[config.mk]
export PLATFORM = sky130hd
export DESIGN_NAME = mem_arbiter
export DESIGN_NICKNAME = d
export VERILOG_FILES = /design/src/rtl/mem_arbiter.sv
export SDC_FILE = /design/constraint.sdc
export NUM_CORES = 1
export LEC_CHECK = 0
export BUFFER_PORTS_ARGS = -buffer_cell sky130_fd_sc_hd__buf_2
export CAP_MARGIN = 30
export CORE_AREA = 2 2 102 104
export DETAILED_ROUTE_END_ITERATION = 10
export DIE_AREA = 0 0 104 106
export SLEW_MARGIN = 20
export SYNTH_ARGS = -nofsm -noshare
export SYNTH_HDL_FRONTEND = slang
export SYNTH_SLANG_ARGS = --single-unit
[constraint.sdc]
create_clock -name clk -period 5.2 [get_ports clk]
set_input_delay 1.04 -clock clk [delete_from_list [all_inputs] [get_ports clk]]
set_output_delay 1.04 -clock clk [all_outputs]
set_load 0.02 [all_outputs]
[src/rtl/mem_arbiter.sv]
// Two-port BRAM arbiter: port 0 (core) has fixed priority, port 1 has starvation relief and burst lock.
// Optional grant statistics are enabled by defining MEM_ARB_STATS_EN.
module mem_arbiter #(
  parameter int unsigned ADDR_W   = 20,
  parameter int unsigned DATA_W   = 32,
  parameter int unsigned MAX_WAIT = 8
) (
  input  logic              clk,
  input  logic              rstn,
  input  logic              p0_req,
  input  logic              p0_we,
  input  logic [ADDR_W-1:0] p0_addr,
  input  logic [DATA_W-1:0] p0_wdata,
  output logic              p0_gnt,
  output logic              p0_rvalid,
  output logic [DATA_W-1:0] p0_rdata,
  input  logic              p1_req,
  input  logic              p1_we,
  input  logic [ADDR_W-1:0] p1_addr,
  input  logic [DATA_W-1:0] p1_wdata,
  output logic              p1_gnt,
  output logic              p1_rvalid,
  output logic [DATA_W-1:0] p1_rdata,
  input  logic              p1_lock,
  output logic [ADDR_W-1:0] mem_addr,
  output logic              mem_we,
  output logic [DATA_W-1:0] mem_wdata,
  input  logic [DATA_W-1:0] mem_rdata
`ifdef MEM_ARB_STATS_EN
  ,
  output logic [31:0]       p0_cnt,
  output logic [31:0]       p1_cnt,
  output logic [15:0]       starve_cnt
`endif
);

  localparam logic [0:0] ST_ARB   = 1'b0;
  localparam logic [0:0] ST_BURST = 1'b1;
  localparam logic [7:0] WAIT_MAX = 8'(MAX_WAIT);

  logic [0:0]        state_q, state_d;
  logic [7:0]        wait_q, wait_d;
  logic              own0_q, own0_d;
  logic              own1_q, own1_d;
  logic [ADDR_W-1:0] addr_q, addr_d;
  logic              gnt0, gnt1, forced;

  // Grants are held off while reset is asserted so nothing reaches the BRAM.
  always_comb begin
    gnt0    = 1'b0;
    gnt1    = 1'b0;
    forced  = 1'b0;
    state_d = state_q;
    wait_d  = wait_q;
    if (rstn) begin
      if (state_q == ST_BURST) begin
        gnt1   = p1_req;
        wait_d = '0;
        if (!p1_lock) state_d = ST_ARB;
      end else begin
        gnt1   = p1_req && (!p0_req || (wait_q == WAIT_MAX));
        gnt0   = p0_req && !gnt1;
        forced = gnt1 && (wait_q == WAIT_MAX);
        if (gnt1) begin
          wait_d = '0;
          if (p1_lock) state_d = ST_BURST;
        end else if (p1_req) begin
          if (wait_q < WAIT_MAX) wait_d = wait_q + 8'd1;
        end else begin
          wait_d = '0;
        end
      end
    end
  end

  always_comb begin
    own0_d    = gnt0 && !p0_we;
    own1_d    = gnt1 && !p1_we;
    mem_we    = (gnt0 && p0_we) || (gnt1 && p1_we);
    mem_wdata = gnt1 ? p1_wdata : p0_wdata;
    if (gnt1)      mem_addr = p1_addr;
    else if (gnt0) mem_addr = p0_addr;
    else           mem_addr = addr_q;
    addr_d = mem_addr;
  end

  always_ff @(posedge clk) begin
    if (!rstn) begin
      state_q <= ST_ARB;
      wait_q  <= '0;
      own0_q  <= 1'b0;
      own1_q  <= 1'b0;
      addr_q  <= '0;
    end else begin
      state_q <= state_d;
      wait_q  <= wait_d;
      own0_q  <= own0_d;
      own1_q  <= own1_d;
      addr_q  <= addr_d;
    end
  end

  assign p0_gnt    = gnt0;
  assign p1_gnt    = gnt1;
  assign p0_rvalid = own0_q;
  assign p1_rvalid = own1_q;
  assign p0_rdata  = mem_rdata;
  assign p1_rdata  = mem_rdata;

`ifdef MEM_ARB_STATS_EN
  logic [31:0] p0_cnt_q, p1_cnt_q;
  logic [15:0] starve_q;

  always_ff @(posedge clk) begin
    if (!rstn) begin
      p0_cnt_q <= '0;
      p1_cnt_q <= '0;
      starve_q <= '0;
    end else begin
      if (gnt0) p0_cnt_q <= p0_cnt_q + 32'd1;
      if (gnt1) p1_cnt_q <= p1_cnt_q + 32'd1;
      if (forced && (starve_q != '1)) starve_q <= starve_q + 16'd1;
    end
  end

  assign p0_cnt     = p0_cnt_q;
  assign p1_cnt     = p1_cnt_q;
  assign starve_cnt = starve_q;
`endif

endmodule

After elaboration in Yosys (flattened, before gate mapping)
Index checks and enable logic that the tools add are counted.
Storage, ports and cells
  bits in registers: 31
  output and inout bits: 121
  word-level logic and storage cells: 33
Cells by class
  eq/ne operators: 1
  add/sub/neg operators: 1
  muxes and demuxes: 10
  reduce and logical (&&, ||, !) cells: 13
  bitwise gates (word level): 2
  $lt $le $gt $ge: 1
Operators by type and width (count)
  2-to-1 mux 20 bit: 2
  2-to-1 mux 32 bit: 1
  adder 8 x 1 -> 8 bit (second input constant): 1
  equality test 8 x 4 -> 1 bit (second input constant): 1
  < comparator 8 x 4 -> 1 bit (second input constant): 1
  2-to-1 mux 1 bit: 7
  logical AND 1 bit: 6
  logical NOT 1 bit: 4
  OR reduction 4 bit: 1
  logical OR 1 bit: 2
  NOT 1 bit: 2

Longest topological paths before layout
Gate-level depths: netlist of run 1.
  word-level depth: 9
  mapped depth: 10
  mapped depth without buffers: 7

Worst setup path before layout of run 1
Ideal clock, no wire load.
  path kind: input to output
  from: in p1_req
  to: out mem_addr[0]
  data arrival time: 2502 ps
  stages on the path: 8
  data required time: 4160 ps
  slack: 1658 ps
  buffers on the path: 4
  path through: and4b_1 clkbuf_1 a22oi_2 or2_1 buf_4 buf_6 buf_6 a31oi_1
On the way
  longest elaborated chain between the ends: 7
  elaborated cells between the ends (all ways): 9
  those cells by class: 6 x mux; 3 x reduce/logical
RTL lines
  start: declaration: RTL line 17  | input logic p1_req,
  logical AND 1 bit: RTL line 61  | gnt1 = p1_req && (!p0_req || (wait_q == WAIT_MAX));
  logical NOT 1 bit: RTL line 62  | gnt0 = p0_req && !gnt1;
  logical AND 1 bit: RTL line 62
  2-to-1 mux 1 bit: RTL line 56  | if (state_q == ST_BURST) begin
  2-to-1 mux 1 bit: RTL line 55  | if (rstn) begin
  2-to-1 mux 20 bit: RTL line 82  | else if (gnt0) mem_addr = p0_addr;
  2-to-1 mux 20 bit (*): RTL line 81  | if (gnt1) mem_addr = p1_addr;
  end: declaration: RTL line 25  | output logic [ADDR_W-1:0] mem_addr,
Every way passes the cells marked *; elsewhere a longest branch is shown, timed or not.

Worst setup path after layout of run 1
  from: in rstn
  to: out mem_addr[3]
On the way
  longest elaborated chain between the ends: 3
  elaborated cells between the ends (all ways): 4
  those cells by class: 4 x mux
RTL lines
  start: declaration: RTL line 9  | input logic rstn,
  2-to-1 mux 1 bit: RTL line 55
  2-to-1 mux 20 bit: RTL line 82
  2-to-1 mux 20 bit (*): RTL line 81
Marks and branches as above.

==> results of run 1 <==
[worst reg2reg max path: stages (launching register included)]
cell and delay [ns]:
dfxtp_1 0.34, nor4_4 0.26, buf_4 0.32, a22oi_2 0.11, or2_2 0.48, buf_12 0.27, nor2_1 0.12
[worst min-delay path by stage]
| stage | endpoint | slack, ns | cells after the start |
|---|---|---|---|
| global placement | state_q$_SDFF_PN0_ | 0.47 | 1 |
| detailed placement | state_q$_SDFF_PN0_ | 0.48 | 1 |
| CTS | state_q$_SDFF_PN0_ | 0.49 | 1 |
| global route | state_q$_SDFF_PN0_ | 0.52 | 1 |
| floorplan | state_q$_SDFF_PN0_ | 0.46 | 1 |
| finish | state_q$_SDFF_PN0_ | 0.49 | 1 |
[cells by family after synthesis]
| kind of cell | after synthesis | share of synthesized area |
|---|---|---|
| XOR/XNOR | 2 | 0.00647 |
| AND/OR/NAND/NOR | 62 | 0.127 |
| AO/OA/AOI/OAI | 68 | 0.153 |
| flip-flops | 31 | 0.229 |
| adder cells (fa/ha/maj) | 2 | 0.00924 |
| multiplexers | 52 | 0.243 |
| buffers and inverters | 92 | 0.233 |
[metrics by stage]
step | cell area (um^2) | cells
6_report | 3260 | 537
5_1_grt | 3260 | 537
4_1_cts | 3260 | 537
3_5_place_dp | 3160 | 530
3_3_place_gp | 3160 | 530
2_1_floorplan | 2710 | 309
[metal layers]
metal  global-route usage  vias up  part of all wire
met5                    0        -            0.0011
met4               0.0434        2             0.014
met2                0.263      142              0.47
met3               0.0503       15             0.086
li1                     -     1244                 -
met1                0.189     1216              0.42
[cell type report]
type / count / area share
Clock inverter: 1 / 0.00922
Sequential cell: 31 / 0.190
Multi-Input combinational cell: 186 / 0.447
Timing Repair Buffer: 173 / 0.274
Clock buffer: 6 / 0.0223
Tap cell: 136 / 0.0522
Inverter: 4 / 0.00461
[state kept, by name, indices dropped and copies added, names as in the netlist]
name and flops:
addr_q 20, p0_rvalid 1, p1_rvalid 1, state_q 1, wait_q 8
[placed cells by master (no fill, tap or decap), drive strengths merged, types with 2 or more instances in the layout]
master | synthesis | routed
a21oi | 2 | 2
a31oi | 40 | 40
and2 | 4 | 4
buf | 72 | 173
clkbuf | 16 | 6
dfxtp | 31 | 31
ha | 2 | 2
inv | 4 | 4
mux2 | 32 | 32
mux2i | 20 | 20
nand3 | 21 | 21
nor2 | 6 | 6
nor3 | 20 | 20
o21ai | 21 | 21
or2 | 2 | 2
xnor2 | 2 | 2
[report_power, final]
part	switching, mW	total, mW	internal (mW)
clock	0.0871	0.227	0.140
sequential	0.00719	0.259	0.252
combinational	0.136	0.248	0.111
==> results by group, run 1 <==
Critical path
  • Buffers and inverters on the worst path: 4
  • CP arrival: 2.93 ns
  • Critical Path Start Type: primary input
  • Setup crit end kind: primary output
  • Reg2reg setup slack: around 3.2 ns
  • Crit. Startpoint: rstn
  • Crit-path max cell delay: 0.53 ns
  • Worst path top cell family by delay: buffers and inverters
  • WS Path Type: primary input to primary output
  • Worst path required time: approximately 4.2 ns
  • CP Depth: 6
  • Crit Reg-Reg Startpoint: wait_q[7]$_SDFFE_PP0N_
  • Most common cell on crit path: buf_2
  • Slowest CP cell: or2_2
  • Reg2Reg Depth: 6
  • Critical-path cell list: buf_2, inv_1, or2_2, buf_12, a31oi_1, buf_2
  • Worst R2R End: p1_rvalid$_SDFF_PN0_
  • End of the critical path: mem_addr[3]
  • Critical path peak fanout: 36

Finish
  • Synth-to-Final Area Change: 20.4%
  • FF+latch area: 621 um^2
  • Final nets: 546
  • Footprint of the multi-input gates: 1460 um^2
  • FILL cells: 1,100
  • Ratio of cells with drive above 1 in the final layout: 0.521
  • Antenna Cells: 0
  • Finished Core Util: 0.326

Clock tree
  • H-tree depth: 2
  • Clk slew on worst S/H paths: approximately 0.070 ns
  • Total CTS buffers: 5
  • Postcts setup bufs: 0
  • CTS Root Cell: clkbuf_8
  • CTS max path bufs: 2
  • Worst-Skew Late Latency: 0.27 ns
  • CTS tree: done
  • Clock Sinks: 31
  • Hold-fix buffer count after cts: 0
  • Post-cts resize count: 0

Timing
  • Final-report hold violation count: 0
  • PnR worst setup slack: roughly 1.2 ns
  • Final max-slew violation count: 0
  • Unrepaired setup endpoints after global routing: no
  • Rel. slew slack: 0.633
  • Measured slew at the worst slew-check pin: 0.550 ns
  • Hold_ws: approximately 0.49 ns
  • Period utilisation layout: 0.764
  • Post-Route Setup TNS: 0 ns
  • Final Skew: a little over 0.007 ns
  • Final setup fails: 0
  • Max frequency: between 200 and 300 MHz
  • Final Critical Period: 3.97 ns

Synth
  • Most frequent cell after synthesis: buf_4
  • Mean Syn Cell Area: 8.76 um^2
  • YS warnings: 0
  • Synth Net Count: about 450
  • Sequential-to-total area share from yosys stat: 0.229
  • Mapped cell area: 2710 um^2
  • EDFF count, synth: 0
  • FF+latch count, synth: 31
  • Cell variety after synth: 35
  • Top post-synthesis cells by count: buf_4, a31oi_1, dfxtp_1
  • Main synth FF type: dfxtp_1
  • Ranking of synthesized cells by area: dfxtp_1, buf_4, mux2_4, a31oi_1, mux2i_1
  • Top cell type's share of synthesized area: 0.229
  • FFs w/ async S/R, synth: 0
  • Synth Instances: 309
  • Post-synth top area cell: dfxtp_1

Floorplan
  • Row count: 37
  • Area of the core: 10000 um^2
  • Die Wd: between 100 and 150 um
  • Die area: 11,000 um^2
  • I/O pins: around 260
  • Die Height: 106 um
  • Starting Density: 0.271

Pwr
  • Leak: around 1.7 nW
  • Final Power: 0.734 mW
  • IR drop worst, VDD: 0.129 mV
  • Pwr per Cell Area: 225 nW/um^2

Drt
  • Vias/cell: about 5
  • # DRC: 0
  • Via count: 2,619
  • First-pass detailed-route iteration total: 4
  • Avg WL per Cell: 16.4 um
  • Total wire length: 8.80 mm
  • DRT antenna net count: 0
  • Drt initial violations: 97

Global routing
  • Vias in the first global route: 2,557
  • Overall Global Routing Usage: 0.155
  • Initial antenna violation count: 1
  • First-pass GRT wire length: 13.6 mm
  • Total gr overflow: 0
  • Largest net degree at the start of global routing: 61

Placement
  • Detailed Place HPWL: roughly 7.0 mm
  • GP Congestion: 0.819
  • Post-place setup slack: 1.21 ns
  • I/O Buffers: 167

Hold path
  • Min-Delay Startpoint: state_q$_SDFF_PN0_
  • Worst min path class: flip-flop to flip-flop

Flow run
  • Max Cap Viol: 0

Run status
  • Run status: finished, final reports clean
No activity file was read; power rests on OpenSTA's default activity.
==> run 2, diff against run 1 <==
Settings changed: PLACE_DENSITY set to 0.66.
Clock period 5.2 ns to 3.6 ns, I/O delays scaled along.
==> results by group, run 2 (synthesis gave the netlist of run 1 again) <==
Clock tree
  • Postcts setup bufs: 0
  • Clk slew on worst S/H paths: about 0.07 ns
  • H-tree depth: 2
  • Clock Sinks: 31
  • CTS max path bufs: 2
  • Worst-Skew Late Latency: 0.28 ns
  • CTS Root Cell: clkbuf_8
  • CTS tree: done
  • Hold-fix buffer count after cts: 0
  • Post-cts resize count: 0
  • Total CTS buffers: 5

Critical path
  • Critical path peak fanout: 54
  • Crit-path max cell delay: 0.39 ns
  • Setup crit end kind: primary output
  • Critical Path Start Type: flip-flop
  • WS Path Type: flip-flop to primary output
  • Reg2Reg Depth: 7
  • Critical-path cell list: inv_1, ha_1, and4b_1, a22oi_2, or2_2, buf_12, mux2_1, buf_2
  • Slowest CP cell: dfxtp_1
  • Worst path required time: 2.88 ns
  • CP arrival: 2.36 ns

Drt
  • Vias/cell: 4.93
  • DRT antenna net count: 0
  • Avg WL per Cell: 16.9 um
  • Via count: about 2,700
  • First-pass detailed-route iteration total: 4
  • # DRC: 0
  • Total wire length: around 9.1 mm
  • Drt initial violations: 137

Finish
  • Biggest register: addr_q
  • Final nets: 547
  • Footprint of the multi-input gates: 1460 um^2
  • Synth-to-Final Area Change: 20.3%
  • Top flop regs: addr_q x20, wait_q x8
  • FF+latch area: a little over 600 um^2
  • Ratio of cells with drive above 1 in the final layout: 0.525
  • Max reg flops: 20
  • FILL cells: 1,102
  • Most common cell after layout, fill and taps aside: buf_2
  • Final Instance Area: 3260 um^2
  • Most frequent cells in the layout: buf_2, a31oi_1, dfxtp_1

Pwr
  • IR drop worst, VDD: about 0.15 mV
  • Sequential share of power: 0.365
  • P_int: 0.676 mW
  • Switching Power: 0.351 mW
  • Comb power frac: 0.349
  • Pwr per Cell Area: 315 nW/um^2
  • Leak: between 1.5 and 2 nW
  • Clock Power Share: 0.286
  • Switching fraction of total power: 0.342
  • Final Power: 1.03 mW

Timing
  • Final max-slew violation count: 0
  • Hold_ws: between 0.4 and 0.5 ns
  • Final Skew: 0.00321 ns
  • Final-report hold violation count: 0
  • Post-Route Setup TNS: 0 ns
  • Period utilisation layout: 0.856
  • Final setup fails: 0
  • Rel. slew slack: 0.608
  • Final Critical Period: 3.08 ns
  • Unrepaired setup endpoints after global routing: no
  • Measured slew at the worst slew-check pin: slightly below 0.6 ns
  • Max frequency: ~320 MHz
  • PnR worst setup slack: 0.518 ns

Global routing
  • Total gr overflow: 0
  • Initial antenna violation count: 2
  • Overall Global Routing Usage: 0.159
  • Vias in the first global route: 2,566
  • First-pass GRT wire length: 13.8 mm
  • Largest net degree at the start of global routing: 61

Hold path
  • Worst min path class: flip-flop to flip-flop
  • Worst Hold Depth: 1

Floorplan
  • Row count: 37
  • Die Wd: 104 um
  • I/O pins: 264
  • Die area: ~11,000 um^2
  • Starting Density: 0.271
  • Die Height: around 110 um
  • Area of the core: 10000 um^2

Placement
  • Area post-placement: 3160 um^2
  • Post-place setup slack: 0.545 ns
  • Detailed Place HPWL: 7.13 mm
  • GP Congestion: 0.789
  • I/O Buffers: 167

Flow run
  • Max Cap Viol: 0

Run status
  • Run status: finished, final reports clean
run 2: cell types whose count changed in the layout (fill, tap and decap cells not counted), sizes merged:
| cell | before | now |
|---|---|---|
| bufinv | 1 | 0 |
| buf | 173 | 174 |
| clkinv | 0 | 1 |
| diode | 0 | 2 |
run 2: worst paths after layout:
check / from / slack (ns) / endpoint
worst max-delay path: wait_q[0]$_SDFFE_PP0N_ / 0.52 / mem_wdata[4]
worst min-delay path: state_q$_SDFF_PN0_ / 0.50 / state_q$_SDFF_PN0_
worst min register to register: state_q$_SDFF_PN0_ / 0.50 / state_q$_SDFF_PN0_
worst max register to register: wait_q[0]$_SDFFE_PP0N_ / 1.66 / addr_q[2]$_SDFF_PN0_
run 2: power groups by stage:
stage / Sequential (mW) / Clock, mW / Combinational (mW)
global route: 0.377 / 0.320 / 0.387
detailed placement: 0.382 / 0 / 0.360
global placement: 0.382 / 0 / 0.354
floorplan: 0.380 / 0 / 0.325
CTS: 0.374 / 0.308 / 0.361
finish: 0.375 / 0.293 / 0.359
run 2: layer usage:
metal  share of wire  track usage
met1            0.40        0.189
met5               0            0
met4           0.030       0.0647
met3           0.076       0.0411
met2            0.49        0.273
run 2: layout make-up:
type | instances | share of cell area
antenna | 2 | 0.00154
clock buffer | 6 | 0.0254
clock inverter | 1 | 0.00154
inverter | 4 | 0.00461
multi-input combinational | 186 | 0.447
sequential | 31 | 0.191
tap | 136 | 0.0523
timing repair buffer | 174 | 0.277
run 2: worst max-delay path, delay by kind of cell (launching register included):
family	cells	cell delay (ns)
buf+inv	3	0.48
flops	1	0.39
simple gates	2	0.38
mux	1	0.37
fa+ha+maj	1	0.20
compound gates	1	0.17
run 2: stage by stage:
stage / cells / util
6_report: 540 / 0.326
5_1_grt: 540 / 0.326
4_1_cts: 538 / 0.325
3_5_place_dp: 531 / 0.316
3_3_place_gp: 531 / 0.316
2_1_floorplan: 309 / -
